===== src/rtl/twos_to_signmag_serial.sv =====
// ============================================================================
// Module   : twos_to_signmag_serial
// Brief    : LSB-first bit-serial two's-complement to sign-magnitude decoder
//            ("copy through first 1, then invert"), valid/ready on both sides.
//            Optional macro TWOS_MIN_FLAG_EN adds out_min (most-negative flag).
// Revision : 1.0 - initial release
// ============================================================================
`default_nettype none

module twos_to_signmag_serial #(
    parameter int WIDTH = 4
) (
    input  logic             clk,
    input  logic             rst_n,
    input  logic             in_valid,
    output logic             in_ready,
    input  logic [WIDTH-1:0] in_data,
    output logic             out_valid,
    input  logic             out_ready,
    output logic             out_sign,
    output logic [WIDTH-1:0] out_mag
`ifdef TWOS_MIN_FLAG_EN
    ,
    output logic             out_min
`endif
);

    localparam int CNT_W = (WIDTH > 2) ? $clog2(WIDTH) : 1;
    localparam logic [CNT_W-1:0] CNT_LAST = CNT_W'(WIDTH - 1);

    typedef enum logic [1:0] {
        IDLE  = 2'd0,
        SHIFT = 2'd1,
        DONE  = 2'd2
    } state_t;

    state_t           state;
    logic [WIDTH-1:0] shreg;
    logic [WIDTH-1:0] work;
    logic [CNT_W-1:0] cnt;
    logic             sign;
    logic             found_one;

    logic             bit_in;
    logic             bit_out;
    logic [WIDTH-1:0] work_next;

`ifdef TWOS_MIN_FLAG_EN
    localparam logic [WIDTH-1:0] MIN_WORD = {1'b1, {(WIDTH-1){1'b0}}};
    logic             min_word;
`endif

    // Once the first 1 of a negative word has passed, every later bit is inverted.
    always_comb begin
        bit_in    = shreg[0];
        bit_out   = (sign && found_one) ? ~bit_in : bit_in;
        work_next = {bit_out, work[WIDTH-1:1]};
    end

    assign in_ready = (state == IDLE);

    always_ff @(posedge clk or negedge rst_n) begin
        if (!rst_n) begin
            state     <= IDLE;
            shreg     <= '0;
            work      <= '0;
            cnt       <= '0;
            sign      <= 1'b0;
            found_one <= 1'b0;
            out_valid <= 1'b0;
            out_sign  <= 1'b0;
            out_mag   <= '0;
`ifdef TWOS_MIN_FLAG_EN
            min_word  <= 1'b0;
            out_min   <= 1'b0;
`endif
        end else begin
            case (state)
                IDLE: begin
                    if (in_valid) begin
                        shreg     <= in_data;
                        sign      <= in_data[WIDTH-1];
                        cnt       <= '0;
                        found_one <= 1'b0;
                        work      <= '0;
`ifdef TWOS_MIN_FLAG_EN
                        min_word  <= (in_data == MIN_WORD);
`endif
                        state     <= SHIFT;
                    end
                end

                SHIFT: begin
                    shreg <= {1'b0, shreg[WIDTH-1:1]};
                    work  <= work_next;
                    cnt   <= cnt + CNT_W'(1);
                    if (sign && !found_one) begin
                        found_one <= bit_in;
                    end
                    if (cnt == CNT_LAST) begin
                        out_mag   <= work_next;
                        out_sign  <= sign;
                        out_valid <= 1'b1;
`ifdef TWOS_MIN_FLAG_EN
                        out_min   <= min_word;
`endif
                        state     <= DONE;
                    end
                end

                DONE: begin
                    // Result stays on the outputs after the handshake.
                    if (out_ready) begin
                        out_valid <= 1'b0;
                        state     <= IDLE;
                    end
                end

                default: begin
                    state <= IDLE;
                end
            endcase
        end
    end

endmodule

`default_nettype wire


===== config.mk =====
export PLATFORM = sky130hd
export DESIGN_NAME = twos_to_signmag_serial
export DESIGN_NICKNAME = d
export VERILOG_FILES = /design/src/rtl/twos_to_signmag_serial.sv
export SDC_FILE = /design/constraint.sdc
export NUM_CORES = 1
export LEC_CHECK = 0
export ABC_CLOCK_PERIOD_IN_PS = 1230
export BUFFER_PORTS_ARGS = -buffer_cell sky130_fd_sc_hd__buf_2
export CAP_MARGIN = 25
export CORE_AREA = 2 2 53 55
export CTS_CLUSTER_DIAMETER = 30
export DETAILED_ROUTE_END_ITERATION = 10
export DIE_AREA = 0 0 55 57
export GPL_TIMING_DRIVEN = 0
export HOLD_SLACK_MARGIN = 0.15
export PLACE_DENSITY = 0.61
export SLEW_MARGIN = 20
export SYNTH_ARGS = -nofsm -noshare
export SYNTH_HDL_FRONTEND = slang
export SYNTH_SLANG_ARGS = --single-unit

===== constraint.sdc =====
create_clock -name clk -period 1.23 [get_ports clk]
set_clock_uncertainty 0.1 [all_clocks]
set_input_delay 0.123 -clock clk [delete_from_list [all_inputs] [get_ports clk]]
set_output_delay 0.123 -clock clk [all_outputs]
set_load 0.01 [all_outputs]

==> flow_summary.toml, run 1 <==
[clock_network]
max-clock-path-buffers = 2
cts_sinks = 19
cts_tree = "done"
clock-root-buffer = "clkbuf_4"
cts_buffers = 3
h-tree-depth = 1
insertion_delay_ns = 0.30
clk_pin_slew_worst_paths_ns = 0.11

[yosys]
syn-cell-area_um2 = 845
yosys_register_bits = 19
yosysWarnings = 0
avgSynthCellArea_um2 = 11.9
yosysSeqAreaShare_pct = 56.3
syn_nets = 80
synthCells = 71
ys_types = 23

[timing]
slew_violations = 0
setup_tns_ns = -0.191
setup_viol = 6
slew_headroom_pct = 71.7
fin_crit_ns = 1.27
rsz0062_at_grt = "yes"
max_clock_freq_mhz = 786
post-route-period-util_pct = 103
holdWs_ns = 0.179
hold_viol = 0
layout_setup_ws_ns = -0.0417
worst_pin_slew_ns = 0.424

[setup_path]
slowest_stage = "dfrtp_1"
cp_slowest_stage_delay_ns = 0.43
crit_type = "register to register"
cp_num_buf_inv = 0
cp_cell_sequence = "ha_4, nand3b_4, mux2_4"
r2r_slack_ns = -0.04
cp-start-kind = "register"
required_ns = 1.33
cp_max_fo = 7
critPathCaptureType = "register"
critPathArrivalTime_ns = 1.37
crit_family = "flip-flops"

[route]
vias_per_cell = 4.78
drc = 0
dr_total_vias = 622
ant_nets = 0
routed_wl_um = 1650
detail_route.wl_per_cell_um = 12.7
dr.pass1.iters = 4
first_iter_violations = 9

[status]
violations = "setup timing"
status = "complete, but fails checks"

[cells_and_area]
stdcell_area_um2 = 1120
nFillCells = 259
final_nets = 109
synthToLayoutAreaGrowth_pct = 32.3
antenna_cells = 0
drive_gt1_share_pct = 37.4

[placed_design]
dp_hpwl_um = 1140
dpl-instance-area_um2 = 956
port_buffers = 14
place_congestion = 0.729

[power]
finalPower_w = 0.00271
powerDensity_nw_per_um2 = 2420
ir_worst_vdd_mv = 1.31
p_leak_nw = 0.541

[global_route]
grt_overflow_total = 0
grt_max_degree = 20
grt_pass1_wl_um = 2840
grt_pass1_vias = 666
grtUsageTotal_pct = 12.5
antenna_found_initial = 0

[die]
die_width_um = 55
die-area_um2 = 3140
rows = 19
start_util_pct = 32.3
coreArea_um2 = 2620
die_h_um = 57
io_pins = 15

[run]
drv_cap = 0

[hold_path]
min_path_type = "input pin to async pin"
## Yosys cell counts
cell type / number / share of area [%]
o31ai_1: 1 / 0.89
o21ai_0: 5 / 3.0
a22o_1: 3 / 3.1
nand3b_4: 1 / 2.4
a2bb2oi_1: 3 / 3.1
ha_1: 1 / 1.5
o22a_1: 1 / 1.0
buf_4: 1 / 0.89
a31oi_1: 1 / 0.74
nand3_1: 1 / 0.59
a21oi_1: 3 / 1.8
xor2_1: 1 / 1.0
o21bai_2: 1 / 1.3
inv_1: 3 / 1.3
o22ai_1: 2 / 1.5
buf_6: 2 / 2.7
nor2_1: 5 / 2.2
mux2_4: 4 / 7.1
dfrtp_1: 19 / 56
o21ai_1: 4 / 2.4
nand2b_1: 3 / 2.2
nor2_2: 1 / 0.74
nand2_1: 5 / 2.2
## power by group
group / leakage, nW / switching, W / total, W / internal (W)
Clock: 0.0150 / 0.000190 / 0.000317 / 0.000126
Sequential: 0.234 / 0.000188 / 0.00108 / 0.000893
Combinational: 0.292 / 0.000591 / 0.00131 / 0.000717
## worst paths after layout
| kind | to | startpoint | cells past startpoint |
|---|---|---|---|
| max | out_mag[2] | cnt[0] | 3 |
| min reg2reg | out_mag[3] | out_mag[3] | 2 |
| min in group clk | out_mag[3] | out_mag[3] | 2 |
| min | out_mag[0] | rst_n | 2 |
| max in group asynchronous | shreg[3] | rst_n | 2 |
| max reg2reg | out_mag[2] | cnt[0] | 3 |
## timing repair
action	in CTS	in global routing
setup endpoints to repair	5	16
buffers inserted	3	1
gates cloned	0	0
hold buffers	7	0
pin swaps	0	1
hold endpoints to repair	28	0
gates resized for setup	6	5
## registers in the layout, indices dropped and copies added, names as in the netlist, 2 cells and up
name     flops
work         3
cnt          2
out_mag      4
shreg        4
state        2
## metal layers
layer	up-vias	wire (µm)	GRT usage, %
met5	-	0	0
met4	0	13	3.14
met3	2	94	5.76
met2	17	778	19.0
met1	295	766	16.1
li1	308	-	-
## final cells by class
cell class	count	area [µm²]	area share [%]
well taps	31	38.8	3.47
flip-flops and latches	19	475	42.6
inverters	3	11.3	1.01
plain buffers	2	26.3	2.35
clock buffers	4	26.3	2.35
multi-input cells	46	363	32.5
repair buffers	25	176	15.8
## metrics by stage
| step | worst slack (ns) | std cells | util (%) |
|---|---|---|---|
| CTS | -0.0886 | 130 | 42.1 |
| detailed placement | -0.0751 | 116 | 36.6 |
| global placement | -0.0550 | 116 | 36.6 |
| finish | -0.0417 | 130 | 42.7 |
| global route | -0.0964 | 130 | 42.7 |
| floorplan | 0.00815 | 71 | - |
## placed cells by master (no fill, tap or decap), drive strengths merged
cell type,instances
buf,20
dfrtp,19
o21ai,9
dlygate4sd3,7
nor2,6
nand2,5
mux2,4
clkbuf,4
a22o,3
a21oi,3
a2bb2oi,3
inv,3
nand2b,3
o22ai,2
xor2,1
o21bai,1
nand3,1
a31oi,1
nand3b,1
o22a,1
o31ai,1
ha,1
## cells by family (layout without fill, tap and decap cells)
| kind of cell | Yosys count | in the layout | share of synthesized area (%) |
|---|---|---|---|
| DFF | 19 | 19 | 56.3 |
| muxes | 4 | 4 | 7.11 |
| AOI/OAI and AO/OA | 24 | 24 | 18.8 |
| and+or+nand+nor | 16 | 16 | 10.4 |
| adders and majority gates | 1 | 1 | 1.48 |
| buffers and inverters | 6 | 34 | 4.89 |
| xor gates and xnor gates | 1 | 1 | 1.04 |
Power figures use the tool's default switching activity.
==> inputs of run 2 (changes only) <==
--- a/config.mk
+++ b/config.mk
@@ -8,13 +8,13 @@
 export ABC_CLOCK_PERIOD_IN_PS = 1230
 export BUFFER_PORTS_ARGS = -buffer_cell sky130_fd_sc_hd__buf_2
 export CAP_MARGIN = 25
-export CORE_AREA = 2 2 53 55
+export CORE_AREA = 2 2 46 48
 export CTS_CLUSTER_DIAMETER = 30
 export DETAILED_ROUTE_END_ITERATION = 10
-export DIE_AREA = 0 0 55 57
+export DIE_AREA = 0 0 48 50
 export GPL_TIMING_DRIVEN = 0
 export HOLD_SLACK_MARGIN = 0.15
-export PLACE_DENSITY = 0.61
+export PLACE_DENSITY = 0.76
 export SLEW_MARGIN = 20
 export SYNTH_ARGS = -nofsm -noshare
 export SYNTH_HDL_FRONTEND = slang
==> flow_summary.toml, run 2 (synthesis results as in run 1) <==
[status]
status = "complete, but fails checks"
violations = "setup timing"

[cells_and_area]
layout_commonest_cell = "dfrtp_1"
drive_gt1_share_pct = 41.0
nFillCells = 144
final_nets = 110
largestRegisters = "out_mag: 4 flops, shreg: 4 flops, work: 3 flops"
final_cell_mix = "dfrtp_1, buf_2, dlygate4sd3_1"
stdcell_area_um2 = 1130
synthToLayoutAreaGrowth_pct = 33.6
layout.cells.non_filler = 127
antenna_cells = 0

[power]
p_int_w = 0.00175
netSwitchingFraction_pct = 37.4
p_seq_share_pct = 39.6
finalPower_w = 0.00279
pwr-share-comb_pct = 49.5
p_leak_nw = 0.548
ir_worst_vdd_mv = 0.940
powerDensity_nw_per_um2 = 2480
clock_power_share_pct = 10.9
switchingPower_w = 0.00105

[die]
die_width_um = 48
rows = 16
die_h_um = 50
start_util_pct = 44.4
coreArea_um2 = 1900
die-area_um2 = 2400
io_pins = 15

[global_route]
antenna_found_initial = 0
grt_overflow_total = 0
grt_pass1_vias = 657
grt_pass1_wl_um = 2910
grt_max_degree = 20
grtUsageTotal_pct = 17.9

[setup_path]
cp_cell_sequence = "ha_4, nand3b_4, mux2_4"
cp_slowest_stage_delay_ns = 0.44
reg2reg_from = "cnt[0]"
slowest_stage = "dfrtp_1"
cp_num_buf_inv = 0
crit_type = "register to register"
critPathCaptureType = "register"
reg2reg_to = "out_mag[1]"
critPathArrivalTime_ns = 1.37
cp.depth = 3
reg2reg_depth = 3
cp_max_fo = 7
crit_family = "flip-flops"
r2r_slack_ns = -0.05
required_ns = 1.32
cp-start-kind = "register"

[placed_design]
placed_cells = 112
dpl-instance-area_um2 = 951
place_congestion = 0.724
pre_cts_ws_ns = -0.0504
port_buffers = 14
dp_hpwl_um = 1120

[clock_network]
cts_sinks = 19
insertion_delay_ns = 0.29
clk_pin_slew_worst_paths_ns = 0.10
cts_tree = "done"
h-tree-depth = 1
clock-root-buffer = "clkbuf_4"
cts_buffers = 3
max-clock-path-buffers = 2

[route]
routed_wl_um = 2000
dr.pass1.iters = 4
first_iter_violations = 23
vias_per_cell = 5.27
detail_route.wl_per_cell_um = 15.7
ant_nets = 0
drc = 0
dr_total_vias = 669

[timing]
layout_setup_ws_ns = -0.0539
hold_viol = 0
worst_pin_slew_ns = 0.398
slew_violations = 0
slew_headroom_pct = 73.5
max_clock_freq_mhz = 779
post-route-period-util_pct = 104
setup_viol = 6
fin_crit_ns = 1.28
setup_tns_ns = -0.266
rsz0062_at_grt = "yes"

[hold_path]
min_path_type = "input pin to async pin"

[run]
drv_cap = 0
## run 2: worst max path at each step
stage | from | end
2_1_floorplan | cnt[0] | out_mag[0]
3_3_place_gp | cnt[0] | out_sign
3_5_place_dp | cnt[0] | out_mag[1]
4_1_cts | state[0] | in_ready
5_1_grt | state[0] | in_ready
6_report | cnt[0] | out_mag[1]
## run 2: area by class of cell
type	instances	area [µm²]	share of cell area [%]
timing repair buffer	26	175	15.5
inverter	3	13.8	1.22
buffer	2	22.5	2.00
multi-input combinational	46	382	33.8
tap	27	33.8	2.99
clock buffer	4	26.3	2.33
sequential	19	475	42.1
## run 2: metrics by stage
step | hold slack, ns | utilization, %
floorplan | -0.273 | -
global placement | -0.0271 | 50.0
detailed placement | -0.0230 | 50.0
CTS | 0.191 | 56.3
global route | 0.224 | 59.3
finish | 0.175 | 59.3
## run 2: what timing repair did
action / in CTS / in global routing
cloned: 0 / 1
setup buffers: 2 / 2
setup endpoints to repair: 5 / 17
hold buffers: 7 / 0
endpoints found under the hold margin: 27 / 0
gates resized for setup: 2 / 12
pin swaps: 0 / 2
## run 2: per-layer routing
metal | up-vias | global-route usage (%) | part of all wire, %
met1 | 328 | 21.9 | 40
li1 | 310 | - | -
met5 | - | 0 | 0
met4 | 0 | 10.8 | 1.8
met2 | 27 | 27.8 | 53
met3 | 4 | 3.30 | 4.6
## run 2: power by group through the flow
| stage | clock network, W | logic (W) | registers, W |
|---|---|---|---|
| 2_1_floorplan | 0 | 0.000822 | 0.00107 |
| 3_3_place_gp | 0 | 0.00109 | 0.00106 |
| 3_5_place_dp | 0 | 0.00112 | 0.00108 |
| 4_1_cts | 0.000309 | 0.00121 | 0.00106 |
| 5_1_grt | 0.000345 | 0.00150 | 0.00114 |
| 6_report | 0.000304 | 0.00138 | 0.00111 |
